[src/rtl/ifetch_pkg.sv]
// Shared core definitions: datapath widths and the fetch FSM encoding.
// The decode stage imports this package as well.
package ifetch_pkg;

  localparam int INSTR_WIDTH = 32;
  localparam int ADDR_WIDTH  = 6;

  typedef enum logic [1:0] {
    S_IDLE = 2'd0,  // no request, ir empty
    S_REQ  = 2'd1,  // read outstanding, waiting for imem_ack
    S_FULL = 2'd2   // ir holds an instruction, waiting for decode to consume
  } fetch_state_t;

endpackage

[src/rtl/ifetch_if.sv]
// Fetch-stage bus: instruction memory read port plus the decode handshake.
// master = fetch stage, slave = memory/decode side.
interface ifetch_if #(
  parameter int INSTR_WIDTH = ifetch_pkg::INSTR_WIDTH,
  parameter int ADDR_WIDTH  = ifetch_pkg::ADDR_WIDTH
);
  logic                   imem_req;
  logic [ADDR_WIDTH-1:0]  imem_addr;
  logic [INSTR_WIDTH-1:0] imem_rdata;
  logic                   imem_ack;
  logic [INSTR_WIDTH-1:0] ir;
  logic                   ir_valid;
  logic                   ir_ready;
  logic [ADDR_WIDTH-1:0]  pc;
  logic                   br;
  logic [ADDR_WIDTH-1:0]  br_addr;

  modport master (
    output imem_req, imem_addr, ir, ir_valid, pc,
    input  imem_rdata, imem_ack, ir_ready, br, br_addr
  );

  modport slave (
    input  imem_req, imem_addr, ir, ir_valid, pc,
    output imem_rdata, imem_ack, ir_ready, br, br_addr
  );
endinterface

[src/rtl/ifetch.sv]
// Instruction fetch stage: one outstanding read at a time, a single
// instruction register towards decode, branch redirect on consume.
module ifetch #(
  parameter int                    INSTR_WIDTH = ifetch_pkg::INSTR_WIDTH,
  parameter int                    ADDR_WIDTH  = ifetch_pkg::ADDR_WIDTH,
  parameter logic [ADDR_WIDTH-1:0] RESET_PC    = '0
) (
  input  logic     clk,
  input  logic     rst,
  input  logic     en,
  ifetch_if.master bus
);
  import ifetch_pkg::*;

  fetch_state_t           state;
  logic [ADDR_WIDTH-1:0]  fetch_pc;
  logic [ADDR_WIDTH-1:0]  fetch_pc_nxt;
  logic                   req_q;
  logic                   valid_q;
  logic [INSTR_WIDTH-1:0] ir_q;
  logic [ADDR_WIDTH-1:0]  pc_q;
  logic                   take;
  logic                   consume;

  // ack only counts while a read is outstanding; br only on a consume edge
  assign take    = (state == S_REQ)  && bus.imem_ack;
  assign consume = (state == S_FULL) && bus.ir_ready;

  // Next fetch address: increment after a read lands, branch target on a
  // consuming branch, otherwise hold. The two events live in different
  // states so they can never collide.
  always_comb begin
    fetch_pc_nxt = fetch_pc;
    if (take)                 fetch_pc_nxt = fetch_pc + ADDR_WIDTH'(1);
    else if (consume && bus.br) fetch_pc_nxt = bus.br_addr;
  end

  // Fetch FSM with registered request, instruction and pc outputs
  always_ff @(posedge clk or posedge rst) begin
    if (rst) begin
      state    <= S_IDLE;
      fetch_pc <= RESET_PC;
      req_q    <= 1'b0;
      valid_q  <= 1'b0;
      ir_q     <= '0;
      pc_q     <= '0;
    end else begin
      fetch_pc <= fetch_pc_nxt;
      unique case (state)
        S_IDLE: begin
          if (en) begin
            state <= S_REQ;
            req_q <= 1'b1;
          end
        end
        S_REQ: begin
          // en is deliberately ignored here: the read always completes
          if (bus.imem_ack) begin
            state   <= S_FULL;
            req_q   <= 1'b0;
            valid_q <= 1'b1;
            ir_q    <= bus.imem_rdata;
            pc_q    <= fetch_pc;
          end
        end
        S_FULL: begin
          if (bus.ir_ready) begin
            valid_q <= 1'b0;
            req_q   <= en;
            state   <= en ? S_REQ : S_IDLE;
          end
        end
        default: begin
          state <= S_IDLE;
          req_q <= 1'b0;
        end
      endcase
    end
  end

  // imem_addr follows fetch_pc, which only moves outside S_REQ or on the ack edge
  assign bus.imem_req  = req_q;
  assign bus.imem_addr = fetch_pc;
  assign bus.ir        = ir_q;
  assign bus.ir_valid  = valid_q;
  assign bus.pc        = pc_q;

endmodule

[src/flat_wrapper.sv]
// flat-port wrapper written by rule: the top's interface ports become plain ports
module ifetch_flat import ifetch_pkg::*;
#(
  parameter int                    INSTR_WIDTH = ifetch_pkg::INSTR_WIDTH,
  parameter int                    ADDR_WIDTH  = ifetch_pkg::ADDR_WIDTH,
  parameter logic [ADDR_WIDTH-1:0] RESET_PC    = '0
)
  (clk, rst, en, bus_imem_req, bus_imem_addr, bus_ir, bus_ir_valid, bus_pc, bus_imem_rdata, bus_imem_ack, bus_ir_ready, bus_br, bus_br_addr);
  ifetch_if #(.INSTR_WIDTH(INSTR_WIDTH), .ADDR_WIDTH(ADDR_WIDTH)) bus_i ();
  input  logic clk;
  input  logic rst;
  input  logic en;
  output wire logic [$bits(bus_i.imem_req)-1:0] bus_imem_req;
  output wire logic [$bits(bus_i.imem_addr)-1:0] bus_imem_addr;
  output wire logic [$bits(bus_i.ir)-1:0] bus_ir;
  output wire logic [$bits(bus_i.ir_valid)-1:0] bus_ir_valid;
  output wire logic [$bits(bus_i.pc)-1:0] bus_pc;
  input wire logic [$bits(bus_i.imem_rdata)-1:0] bus_imem_rdata;
  input wire logic [$bits(bus_i.imem_ack)-1:0] bus_imem_ack;
  input wire logic [$bits(bus_i.ir_ready)-1:0] bus_ir_ready;
  input wire logic [$bits(bus_i.br)-1:0] bus_br;
  input wire logic [$bits(bus_i.br_addr)-1:0] bus_br_addr;
  assign bus_imem_req = bus_i.imem_req;
  assign bus_imem_addr = bus_i.imem_addr;
  assign bus_ir = bus_i.ir;
  assign bus_ir_valid = bus_i.ir_valid;
  assign bus_pc = bus_i.pc;
  assign bus_i.imem_rdata = bus_imem_rdata;
  assign bus_i.imem_ack = bus_imem_ack;
  assign bus_i.ir_ready = bus_ir_ready;
  assign bus_i.br = bus_br;
  assign bus_i.br_addr = bus_br_addr;
  ifetch #(.INSTR_WIDTH(INSTR_WIDTH), .ADDR_WIDTH(ADDR_WIDTH), .RESET_PC(RESET_PC)) u_core (.clk(clk), .rst(rst), .en(en), .bus(bus_i));
endmodule
[config.mk]
export PLATFORM = sky130hd
export DESIGN_NAME = ifetch_flat
export DESIGN_NICKNAME = d
export VERILOG_FILES = /design/src/rtl/ifetch_pkg.sv /design/src/rtl/ifetch_if.sv /design/src/rtl/ifetch.sv /design/src/flat_wrapper.sv
export SDC_FILE = /design/constraint.sdc
export NUM_CORES = 1
export LEC_CHECK = 0
export BUFFER_PORTS_ARGS = -buffer_cell sky130_fd_sc_hd__buf_2
export CAP_MARGIN = 20
export CORE_MARGIN = 5
export CORE_UTILIZATION = 43
export DETAILED_ROUTE_END_ITERATION = 12
export HOLD_SLACK_MARGIN = 0.03
export PLACE_DENSITY_LB_ADDON = 0.25
export SLEW_MARGIN = 20
export SYNTH_ARGS = -nofsm -noshare
export SYNTH_HDL_FRONTEND = slang
export SYNTH_SLANG_ARGS = --single-unit
[constraint.sdc]
create_clock -name clk -period 2 [get_ports clk]
set_input_delay 0.4 -clock clk [delete_from_list [all_inputs] [get_ports clk]]
set_output_delay 0.4 -clock clk [all_outputs]
set_load 0.01 [all_outputs]
# == After elaboration in Yosys (flattened, before gate mapping) ==
# Cells that the tools add are included.
# op_classes
n_addsub,1
eq_ne,5
muxes,14
reduce_logical,9
# op_table
operator,count
$mux W6,2
$add A6 B1 Y6 const B,1
$mux W1,6
$mux W2,3
$ne A2 B2 Y1 const B,3
$pmux W2 S3,1
$reduce_and A3 Y1,2
$reduce_bool A2 Y1,2
$logic_and A1 B1 Y1,3
$pmux W1 S3,1
$eq A2 B1 Y1 const B,1
$eq A2 B2 Y1 const B,1
$logic_not A2 Y1,1
$pmux W1 S2,1
$reduce_and A2 Y1,1
# word_totals
register_bits,48
inputBits,44
output_inout_bits,46
wordCells,35

# == Longest topological paths before layout ==
# depth
depth_word,5
depth_mapped,6
ltp_nobuf,4

# == Worst setup path after synthesis ==
# OpenSTA, ideal clock, no wires.
# synth_path
kind,register to register
startpoint,register u_core.state[1]
endpoint,register u_core.fetch_pc[3] (netlist: u_core.bus.imem_addr[3])
setup_ns,0.148
arrival_ns,1.163
required_ns,1.852
path_slack_ns,0.689
stages_incl_launch_ff,5
n_path_buf,1
synth_period_minus_slack_ns,1.311
path_cell_list,dfrtp_1 nand3b_2 buf_2 o211ai_1 o311ai_0
# synth_via
elab_chain_len,4
elab_cells_between_ends,7
classes_between,2 x eq/ne; 1 x mux; 4 x reduce/logical
# synth_lines
item,line_no,rtl
from (decl),ifetch.sv:15,fetch_state_t state;
from (signal assigned),ifetch.sv:70,state <= en ? S_REQ : S_IDLE;
$eq A2 B2 Y1,ifetch.sv:27,assign consume = (state == S_FULL) && bus.ir_ready;
$logic_and A1 B1 Y1,ifetch.sv:27,
$logic_and A1 B1 Y1,ifetch.sv:35,else if (consume && bus.br) fetch_pc_nxt = bus.br_addr;
$reduce_bool A2 Y1 (no source line),-,
to (signal assigned),ifetch.sv:48,fetch_pc <= fetch_pc_nxt;
to (decl),ifetch.sv:16,logic [ADDR_WIDTH-1:0] fetch_pc;
# Several ways; a longest one is shown, not always the timed one.
# A chain may end at the register's enable or synchronous reset.

# == Final worst setup path ==
# layout_path
startpoint,register u_core.state[1]
endpoint,register u_core.fetch_pc[5] (netlist: u_core.bus.imem_addr[5])
# The elaborated chain is that of the path after synthesis.

==> run summary <==
Tightest Pin Transition: 0.356 ns
Reg power frac: 0.455
delay-heaviest family, CP: simple AND/OR/NAND/NOR gates
Setup Total Neg Slack: 0 ns
Slew Limit Fails: 0
Critical Path Start Type: register
post-DP HPWL: 3270 um
vias in the first global route: 1645
first-pass GRT wire length: 7630 um
antenna viol nets, final: 0
post-synthesis sequential area ratio: 0.608
CP required: 2.19 ns
non-filler cells, final: 362
Critical Path, Cell by Cell: nand3b_2 -> nor4_1 -> and4b_1
largest cells by area after synthesis: dfrtp_1 61%, nand2_1 22%, o21ai_0 1.5%
GRT Overall Usage: 0.155
clock skew: 0.00717 ns
WP buf/inv: 0
Avg WL per Cell: 12.4 um
# H-tree levels: 2
total number of yosys warnings: 0
root buf cell: clkbuf_8
f_max: 0.645 GHz
drc violations: 0
switch share: 0.382
largest net degree at the start of global routing: 49
NetSw: 1.44 mW
clock-pin slew of the registers on the worst-case setup and hold paths: 0.08 ns
final WL: 4480 um
placed instance count: 354
most common cell in the netlist: nand2_1
CP max FO: 18
TritonCTS Sinks: 48
Yosys top cell by area: dfrtp_1
gp weighted congestion: 0.777
most used flip-flop cell after synthesis: dfrtp_1
Fin. Hold Viols: 0
RSZ-0062 raised after global routing: false
TritonRoute pass-1 iters: 4
total number of vias: 1688
Placed Instance Area: 2480 um2
top-area cell type share of the netlist area: 0.608
Pwr per Cell Area: 1460 nW/um2
cells after synthesis: 218
fin crit share: 0.775
initial core utilization: 0.447
CTS Hold Buffers Added: 0
die area: 6050 um2
port bufs: 89
CTS tree: done
Vias per Instance: 4.66
Worst path max stage delay: 0.44 ns
Async SR Flop Fraction: 1.00
status: completed
Post CTS Setup Buffer Count: 0
CTS Buffer Depth: 2
Post-Synthesis Cell Area: 1970 um2
total core area: 4410 um2
Peak VDD IR: 778 uV
total power: 3.75 mW
mean post-synth cell area: 9.06 um2
fin area: 2570 um2
Synth Register Bits: 48
# setup viols final: 0
worst endpoint data arrival time: 1.74 ns
Slew HR: 0.762
Internal Power: 2.32 mW
post-CTS sizing: 0
IO Pins: 90
Commonest cells post-synth: 117 x nand2_1, 48 x dfrtp_1, 6 x o21ai_0, 5 x inv_1
Die H: 77.8 um
num rows: 24
initial antenna violation count: 0
Clock Power Share: 0.156
# diodes: 0
CP max stage cell: dfrtp_1
DR iter-0 viols: 62
layout cells sized above 1: 0.335
CTS Buf Count: 5
Hold WC Path Type: primary input to async pin
combinational fraction of design power: 0.389
Distinct cells, synth: 28
fin nets: 354
grt total ovfl: 0
Crit. End Element: register
min Tclk post-route: 1.55 ns
syn_nets: 263
register-to-register setup slack: 0.45 ns
Finished Core Util: 0.583
Area growth, synth to finish: 30.4%
maxcap violations: 0
number of flops mapped to enable cells by yosys: 0
chip width: 77.8 um
worst-skew pair later-pin latency: 0.30 ns
crit path kind: register to register
Leak Pwr: 1.47 nW
-- cells in the final DEF, fill, tap and decap left out, drive strengths merged --
cell type / count
nor4: 1
clkbuf: 7
o31ai: 1
o21ai: 6
nand3b: 1
o21a: 1
inv: 5
a21oi: 4
buf: 94
nor2: 4
mux2i: 2
o32ai: 1
nand3: 4
o211ai: 3
nand2: 117
ha: 1
o311ai: 1
and3b: 1
clkinvlp: 1
nand4b: 1
a31oi: 1
and4b: 2
o22ai: 1
mux2: 1
dfrtp: 48
nand2b: 1
-- final timing paths --
| path | startpoint | endpoint | cells past startpoint |
|---|---|---|---|
| min in group clk | bus_imem_rdata[22] | u_core.bus.ir[22] | 3 |
| min reg2reg | u_core.bus.ir[18] | u_core.bus.ir[18] | 2 |
| max | u_core.state[1] | u_core.bus.imem_addr[5] | 3 |
| max reg2reg | u_core.state[1] | u_core.bus.imem_addr[5] | 3 |
| max in group asynchronous | rst | u_core.bus.imem_req | 3 |
| min | rst | u_core.bus.ir[20] | 3 |
-- worst reg2reg max path, stage by stage (launching register included) --
cell and delay, ns:
dfrtp_1 0.44, nand3b_2 0.44, nor4_1 0.34, and4b_1 0.22
-- cell type report --
type	count	area [um2]
clock inverters	1	7.51
fillers	415	1840
clock buffers	7	86.3
multi-input cells	155	701
repair buffers	94	495
well taps	52	65.1
flip-flops and latches	48	1200
inverters	5	18.8
-- state kept, by name (all words and copies together), names as in the netlist --
signal and count:
u_core.bus.ir 32, u_core.bus.imem_addr 6, u_core.bus.pc 6, u_core.state 2, u_core.bus.imem_req 1, u_core.bus.ir_valid 1
-- through the flow --
step           setup WS [ns]  hold slack (ns)
3_5_place_dp           0.422            0.457
4_1_cts                0.430            0.133
5_1_grt                0.323            0.148
2_1_floorplan          0.456            0.486
3_3_place_gp           0.491            0.452
6_report               0.451            0.128
-- cell families after synthesis --
logic type / share of synthesized area
DFF: 0.608
and+or+nand+nor: 0.271
muxes: 0.0177
adders and majority gates: 0.00634
AOI/OAI and AO/OA: 0.0596
buffers and inverters: 0.0368
-- routing by layer --
metal,share of wire,global-route usage,vias to the layer above,wire (um)
met4,0.0033,0.0361,0,15
met3,0.091,0.0602,2,410
met5,0,0,-,0
met1,0.45,0.202,744,2010
li1,-,-,876,-
met2,0.46,0.244,66,2050
-- power by group through the flow --
stage	Sequential [mW]	Clock, mW	Combinational, mW
finish	1.71	0.586	1.46
floorplan	1.91	0	0.646
global route	1.78	0.666	1.65
detailed placement	1.73	0	1.49
global placement	1.72	0	1.47
CTS	1.71	0.621	1.50
Power figures use the tool's default switching activity.
